<file path="config.mk">
export PLATFORM = sky130hd
export DESIGN_NAME = mac_feeder
export DESIGN_NICKNAME = d
export VERILOG_FILES = /design/src/rtl/mac_feeder.sv
export SDC_FILE = /design/constraint.sdc
export NUM_CORES = 1
export LEC_CHECK = 0
export ABC_AREA = 1
export CORE_MARGIN = 5
export CORE_UTILIZATION = 45
export CTS_BUF_LIST = sky130_fd_sc_hd__clkbuf_8
export DETAILED_ROUTE_END_ITERATION = 8
export PLACE_DENSITY = 0.85
export SYNTH_ARGS = -nofsm -noshare
export SYNTH_HDL_FRONTEND = slang
export SYNTH_SLANG_ARGS = --single-unit
</file>
<file path="constraint.sdc">
create_clock -name clk -period 3.5 [get_ports clk]
set_clock_uncertainty 0.2 [all_clocks]
set_input_delay 0.7 -clock clk [delete_from_list [all_inputs] [get_ports clk]]
set_output_delay 0.7 -clock clk [all_outputs]
set_load 0.05 [all_outputs]
</file>
<file path="src/rtl/mac_feeder.sv">
// Job sequencer that clears a downstream MAC, streams joined A/B operand pairs into it,
// waits out the MAC latency and returns the accumulated result over a handshake.
module mac_feeder #(
    parameter int DATA_W = 8,
    parameter int ACC_W  = 24,
    parameter int LEN_W  = 10
) (
    input  logic              clk,
    input  logic              rst_n,
    input  logic              cmd_valid_i,
    output logic              cmd_ready_o,
    input  logic [LEN_W-1:0]  cmd_len_i,
    input  logic              a_valid_i,
    output logic              a_ready_o,
    input  logic [DATA_W-1:0] a_data_i,
    input  logic              b_valid_i,
    output logic              b_ready_o,
    input  logic [DATA_W-1:0] b_data_i,
    output logic              mac_en_o,
    output logic              mac_clr_o,
    output logic [DATA_W-1:0] mac_a_o,
    output logic [DATA_W-1:0] mac_b_o,
    input  logic [ACC_W-1:0]  mac_c_i,
    output logic              res_valid_o,
    input  logic              res_ready_i,
    output logic [ACC_W-1:0]  res_data_o,
    output logic              busy_o,
    output logic [2:0]        state_o
);

    // Handshakes: a transfer happens on a rising edge where valid and ready are both high;
    // ready never depends on the same channel's data, and a producer holds valid/data until taken.
    typedef enum logic [2:0] {
        S_IDLE  = 3'd0,
        S_CLEAR = 3'd1,
        S_FEED  = 3'd2,
        S_WAIT  = 3'd3,
        S_DONE  = 3'd4
    } state_t;

    localparam logic [LEN_W-1:0] LEN_ONE = LEN_W'(1);

    state_t              state_q, state_d;
    logic [LEN_W-1:0]    count_q, count_d;
    logic                wait_q, wait_d;
    logic                mac_en_q, mac_en_d;
    logic [DATA_W-1:0]   mac_a_q, mac_a_d;
    logic [DATA_W-1:0]   mac_b_q, mac_b_d;
    logic [ACC_W-1:0]    res_data_q, res_data_d;
    logic                fire;

    always_comb begin
        state_d     = state_q;
        count_d     = count_q;
        wait_d      = wait_q;
        mac_en_d    = 1'b0;
        mac_a_d     = mac_a_q;
        mac_b_d     = mac_b_q;
        res_data_d  = res_data_q;
        cmd_ready_o = 1'b0;
        mac_clr_o   = 1'b0;
        res_valid_o = 1'b0;
        fire        = 1'b0;

        case (state_q)
            S_IDLE: begin
                cmd_ready_o = 1'b1;
                if (cmd_valid_i) begin
                    count_d = cmd_len_i;
                    state_d = S_CLEAR;
                end
            end
            S_CLEAR: begin
                mac_clr_o = 1'b1;
                wait_d    = 1'b0;
                state_d   = (count_q != '0) ? S_FEED : S_WAIT;
            end
            S_FEED: begin
                // Pairs are joined: neither stream moves alone, and nothing moves during reset.
                fire = a_valid_i && b_valid_i && rst_n;
                if (fire) begin
                    mac_en_d = 1'b1;
                    mac_a_d  = a_data_i;
                    mac_b_d  = b_data_i;
                    count_d  = count_q - LEN_ONE;
                    if (count_q == LEN_ONE) begin
                        wait_d  = 1'b0;
                        state_d = S_WAIT;
                    end
                end
            end
            S_WAIT: begin
                // First cycle covers the operand register, second the MAC's own latency.
                wait_d = 1'b1;
                if (wait_q) begin
                    wait_d     = 1'b0;
                    res_data_d = mac_c_i;
                    state_d    = S_DONE;
                end
            end
            S_DONE: begin
                res_valid_o = 1'b1;
                if (res_ready_i) begin
                    state_d = S_IDLE;
                end
            end
            default: begin
                state_d = S_IDLE;
            end
        endcase
    end

    always_ff @(posedge clk) begin
        if (!rst_n) begin
            state_q    <= S_IDLE;
            count_q    <= '0;
            wait_q     <= 1'b0;
            mac_en_q   <= 1'b0;
            mac_a_q    <= '0;
            mac_b_q    <= '0;
            res_data_q <= '0;
        end else begin
            state_q    <= state_d;
            count_q    <= count_d;
            wait_q     <= wait_d;
            mac_en_q   <= mac_en_d;
            mac_a_q    <= mac_a_d;
            mac_b_q    <= mac_b_d;
            res_data_q <= res_data_d;
        end
    end

    assign a_ready_o  = fire;
    assign b_ready_o  = fire;
    assign mac_en_o   = mac_en_q;
    assign mac_a_o    = mac_a_q;
    assign mac_b_o    = mac_b_q;
    assign res_data_o = res_data_q;
    assign busy_o     = (state_q != S_IDLE);
    assign state_o    = state_q;

endmodule

</file>
Word-level counts from Yosys, hierarchy flattened
Cells that the tools add are included.
{"block": "totals", "register_bits": 55, "output_inout_bits": 50, "elab_cells": 50}
{"block": "op_classes", "add_sub_neg": 1, "n_eq_ne": 10, "n_mux": 19, "reduce_logical": 13}
{"op": "$mux W10", "n": 2}
{"op": "$pmux W10 S2", "n": 1}
{"op": "$mux W3", "n": 5}
{"op": "$pmux W3 S5", "n": 1}
{"op": "$eq A10 B1 Y1 const B", "n": 1}
{"op": "$ne A2 B2 Y1 const B", "n": 5}
{"op": "$reduce_bool A10 Y1", "n": 1}
{"op": "$sub A10 B1 Y10 const B", "n": 1}
{"op": "$mux W1", "n": 9}
{"op": "$eq A3 B2 Y1 const B", "n": 2}
{"op": "$reduce_and A2 Y1", "n": 3}
{"op": "$reduce_and A3 Y1", "n": 2}
{"op": "$reduce_bool A3 Y1", "n": 2}
{"op": "$reduce_and A5 Y1", "n": 1}
{"op": "$eq A3 B1 Y1 const B", "n": 1}
{"op": "$eq A3 B3 Y1 const B", "n": 1}
{"op": "$logic_not A3 Y1", "n": 1}
{"op": "$pmux W1 S3", "n": 1}
{"op": "$logic_and A1 B1 Y1", "n": 2}
{"op": "$reduce_bool A2 Y1", "n": 1}

Depth between registers and ports, before layout
{"block": "logic_depth", "depth_word": 4, "mapped_depth": 10}

Worst setup path before layout
Ideal clock, no wire load.
{"block": "synth_path", "kind": "register -> output", "startpoint": "register state_q[2], in the netlist state_o[2]", "endpoint": "output port res_valid_o", "arrival_ps": 1950, "slack_ps": 650, "stages_incl_launch_ff": 3, "path_buffers": 0, "path_cell_list": "dfxtp_1 > inv_2 > nor3_1"}
{"block": "synth_between", "elab_chain_len": 2}
{"element": "start, declared", "line": "43", "rtl": "state_t state_q, state_d;"}
{"element": "start signal, assigned", "line": "123", "rtl": "state_q <= state_d;"}
{"element": "$eq A3 B3 Y1", "line": "65", "rtl": "case (state_q)"}
{"element": "$mux W1", "line": "65"}
{"element": "end, declared", "line": "24", "rtl": "output logic res_valid_o,"}
No other way between the ends.

Final worst setup path
{"block": "layout_path", "startpoint": "input port rst_n", "endpoint": "output port a_ready_o"}
{"block": "layout_between", "elab_chain_len": 2}
{"element": "start, declared", "line": "9", "rtl": "input logic rst_n,"}
{"element": "$logic_and A1 B1 Y1", "line": "80", "rtl": "fire = a_valid_i && b_valid_i && rst_n;"}
{"element": "$mux W1", "line": "65"}
{"element": "end, declared", "line": "14", "rtl": "output logic a_ready_o,"}
No other way between the ends.

==> results.py <==
metrics = {
    "die": {
        "die_w_um": 83.5,
        "die_h_um": 83.5,
        "initial_utilization_pct": 47.0,
        "core_um2": 5170,
        "ios": 106,
        "fp-row-count": 26,
        "dieArea_um2": 6970,
    },
    "clocking": {
        "holdBufCountCts": 0,
        "clk_pin_slew_ns": 0.10,
        "post_cts_resized": 0,
        "cts_tree": "done",
        "insertion_delay_ns": 0.31,
        "ctsRootBufferMaster": "clkbuf_8",
        "clockBufferDepth": 2,
        "numCtsBuffers": 5,
        "cts_sinks": 55,
        "cts_setup_buffers": 0,
        "htreeDepth": 2,
    },
    "timing": {
        "period_share_pct": 89.5,
        "hold_ws_ns": 0.248,
        "rsz0062_at_grt": "false",
        "fmax_ghz": 0.319,
        "period_needed_ns": 3.13,
        "tns_ns": 0,
        "worst_slew_pin_slew_ns": 0.523,
        "drv_slew": 0,
        "setup_violations": 0,
        "slew_headroom_pct": 64.9,
        "hold_viol": 0,
    },
    "placement": {
        "place.gp.congestion": 0.873,
        "io_buffers": 105,
        "hpwl_um": 4770,
    },
    "grt": {
        "grt-busiest-layer": "met2",
        "use_met3_pct": 8.29,
        "grt_pass1_wl_um": 10500,
        "grt_use_total_pct": 18.2,
        "grt_max_degree": 50,
        "grt_use_met2_pct": 29.3,
        "antenna_found_initial": 0,
        "overflow": 0,
        "use_met1_pct": 21.8,
        "grt_pass1_vias": 2320,
    },
    "setup_path": {
        "critPathLaunchType": "input pin",
        "endpoint_kind": "primary output",
        "cp.arrival_ns": 2.23,
        "path_class": "input pin to primary output",
        "worstPathRequired_ns": 2.60,
        "crit_fanout": 18,
    },
    "route": {
        "vias": 2478,
        "routedWlPerCell_um": 12.8,
        "first_pass_iters": 4,
        "drtAntennaViolNets": 0,
        "drtIter0Drc": 172,
        "drc_errors": 0,
        "wl_um": 6500,
        "viasPerCell": 4.88,
    },
    "synth": {
        "synth_seq_cells": 55,
        "yosysTopAreaCellShare_pct": 45.3,
        "avgSynthCellArea_um2": 7.16,
        "seq_area_frac_synth_pct": 45.3,
        "yosysUniqueCellTypes": 28,
        "ys_warn_count": 0,
        "syn_nets": 397,
        "syn_inst": 339,
        "ys_async_sr_fraction_pct": 0,
        "synth_top_area_cell": "dfxtp_1",
        "synthFlopType": "dfxtp_1",
        "synth_area_leaders": "dfxtp_1, o21ai_0, nor2_1, a21oi_1, inv_1",
        "synth_edf_count": 0,
        "synth_commonest_cells": "dfxtp_1, nor2_1, o21ai_0",
        "synth.cell_area_um2": 2430,
    },
    "power": {
        "p_int_w": 0.00116,
        "clkPwrFrac_pct": 17.2,
        "vdd_drop_max_v": 0.000315,
        "power_w": 0.00205,
        "p_per_area_nw_per_um2": 569,
        "seqPwrFrac_pct": 38.0,
        "p_sw_share_pct": 43.4,
        "p_comb_share_pct": 44.9,
        "p_switching_w": 0.000890,
        "leakagePower_nw": 1.38,
    },
    "outcome": {
        "status": "finished, final reports clean",
    },
    "layout": {
        "drive_above_1_share_pct": 6.39,
        "final_core_util_pct": 69.7,
        "diodes": 0,
        "nets": 495,
        "area_growth_pct": 48.5,
        "fill_cells": 430,
    },
    "job": {
        "maxCapViolations": 0,
    },
    "worst_hold_path": {
        "hold_path_class": "register to register",
    },
}
## per-layer routing
| layer | wire length [um] | vias to the layer above |
|---|---|---|
| li1 | - | 1271 |
| met1 | 2760 | 1087 |
| met2 | 2870 | 113 |
| met3 | 797 | 7 |
| met4 | 72 | 0 |
| met5 | 0 | - |
## flip-flops by register name, indices dropped and copies added, names as in the netlist
| name | cells |
|---|---|
| res_data_o | 24 |
| count_q | 10 |
| mac_a_o | 8 |
| mac_b_o | 8 |
| state_o | 3 |
| mac_en_o | 1 |
| wait_q | 1 |
## critical path, stage by stage
cell and delay [ns]:
clkdlybuf4s50_1 0.48, inv_4 0.15, nor2_2 0.07, nand2_2 0.07, clkinv_1 0.42, buf_12 0.33
## power groups by stage
| stage | Sequential [W] | Clock (W) | Combinational [W] |
|---|---|---|---|
| final | 0.000779 | 0.000352 | 0.000920 |
| after global routing | 0.000790 | 0.000382 | 0.00101 |
| after CTS | 0.000777 | 0.000363 | 0.000917 |
| after detailed placement | 0.000790 | 0 | 0.000912 |
| after global placement | 0.000787 | 0 | 0.000896 |
| after floorplan | 0.000825 | 0 | 0.000614 |
## cell type report
class / count / area (um2) / area share [%]
Tap cell: 70 / 87.6 / 2.43
Clock buffer: 5 / 68.8 / 1.91
Timing Repair Buffer: 108 / 1090 / 30.3
Multi-Input combinational cell: 220 / 1060 / 29.3
Inverter: 47 / 179 / 4.96
Sequential cell: 55 / 1100 / 30.5
Clock inverter: 3 / 20.0 / 0.555
## path summary, 6_finish.rpt
check / start / end / slack, ns / depth (start not counted)
worst max register to register: state_o[1] / count_q[7] / 1.53 / 7
worst min-delay path: res_data_o[22] / res_data_o[22] / 0.25 / 2
worst min register to register: res_data_o[22] / res_data_o[22] / 0.25 / 2
worst max-delay path: rst_n / a_ready_o / 0.37 / 6
## cells in the final DEF (no fill, tap or decap), drive strengths merged
cell,netlist,layout
nor2,59,59
o21ai,54,54
a21oi,39,39
nand3,15,15
or2,1,1
clkbuf,8,5
clkinvlp,0,2
a31oi,1,1
clkinv,1,2
clkdlybuf4s50,0,103
inv,46,46
nand4,1,1
ha,2,2
nand2,47,47
dfxtp,55,55
buf,9,5
nor3,1,1
## kinds of logic after synthesis
kind of cell,share of synthesized area (%)
compound gates,20.0
fa+ha+maj,1.03
buf+inv,11.2
flops,45.3
simple gates,22.4
## per-stage QoR
| step | cell area [um2] | instances | worst slack (ns) |
|---|---|---|---|
| 6_report | 3610 | 508 | 0.369 |
| 5_1_grt | 3610 | 508 | 0.216 |
| 4_1_cts | 3610 | 508 | 0.348 |
| 3_5_place_dp | 3520 | 500 | 0.351 |
| 3_3_place_gp | 3520 | 500 | 0.382 |
| 2_1_floorplan | 2430 | 339 | 0.650 |
Power figures use the tool's default switching activity.
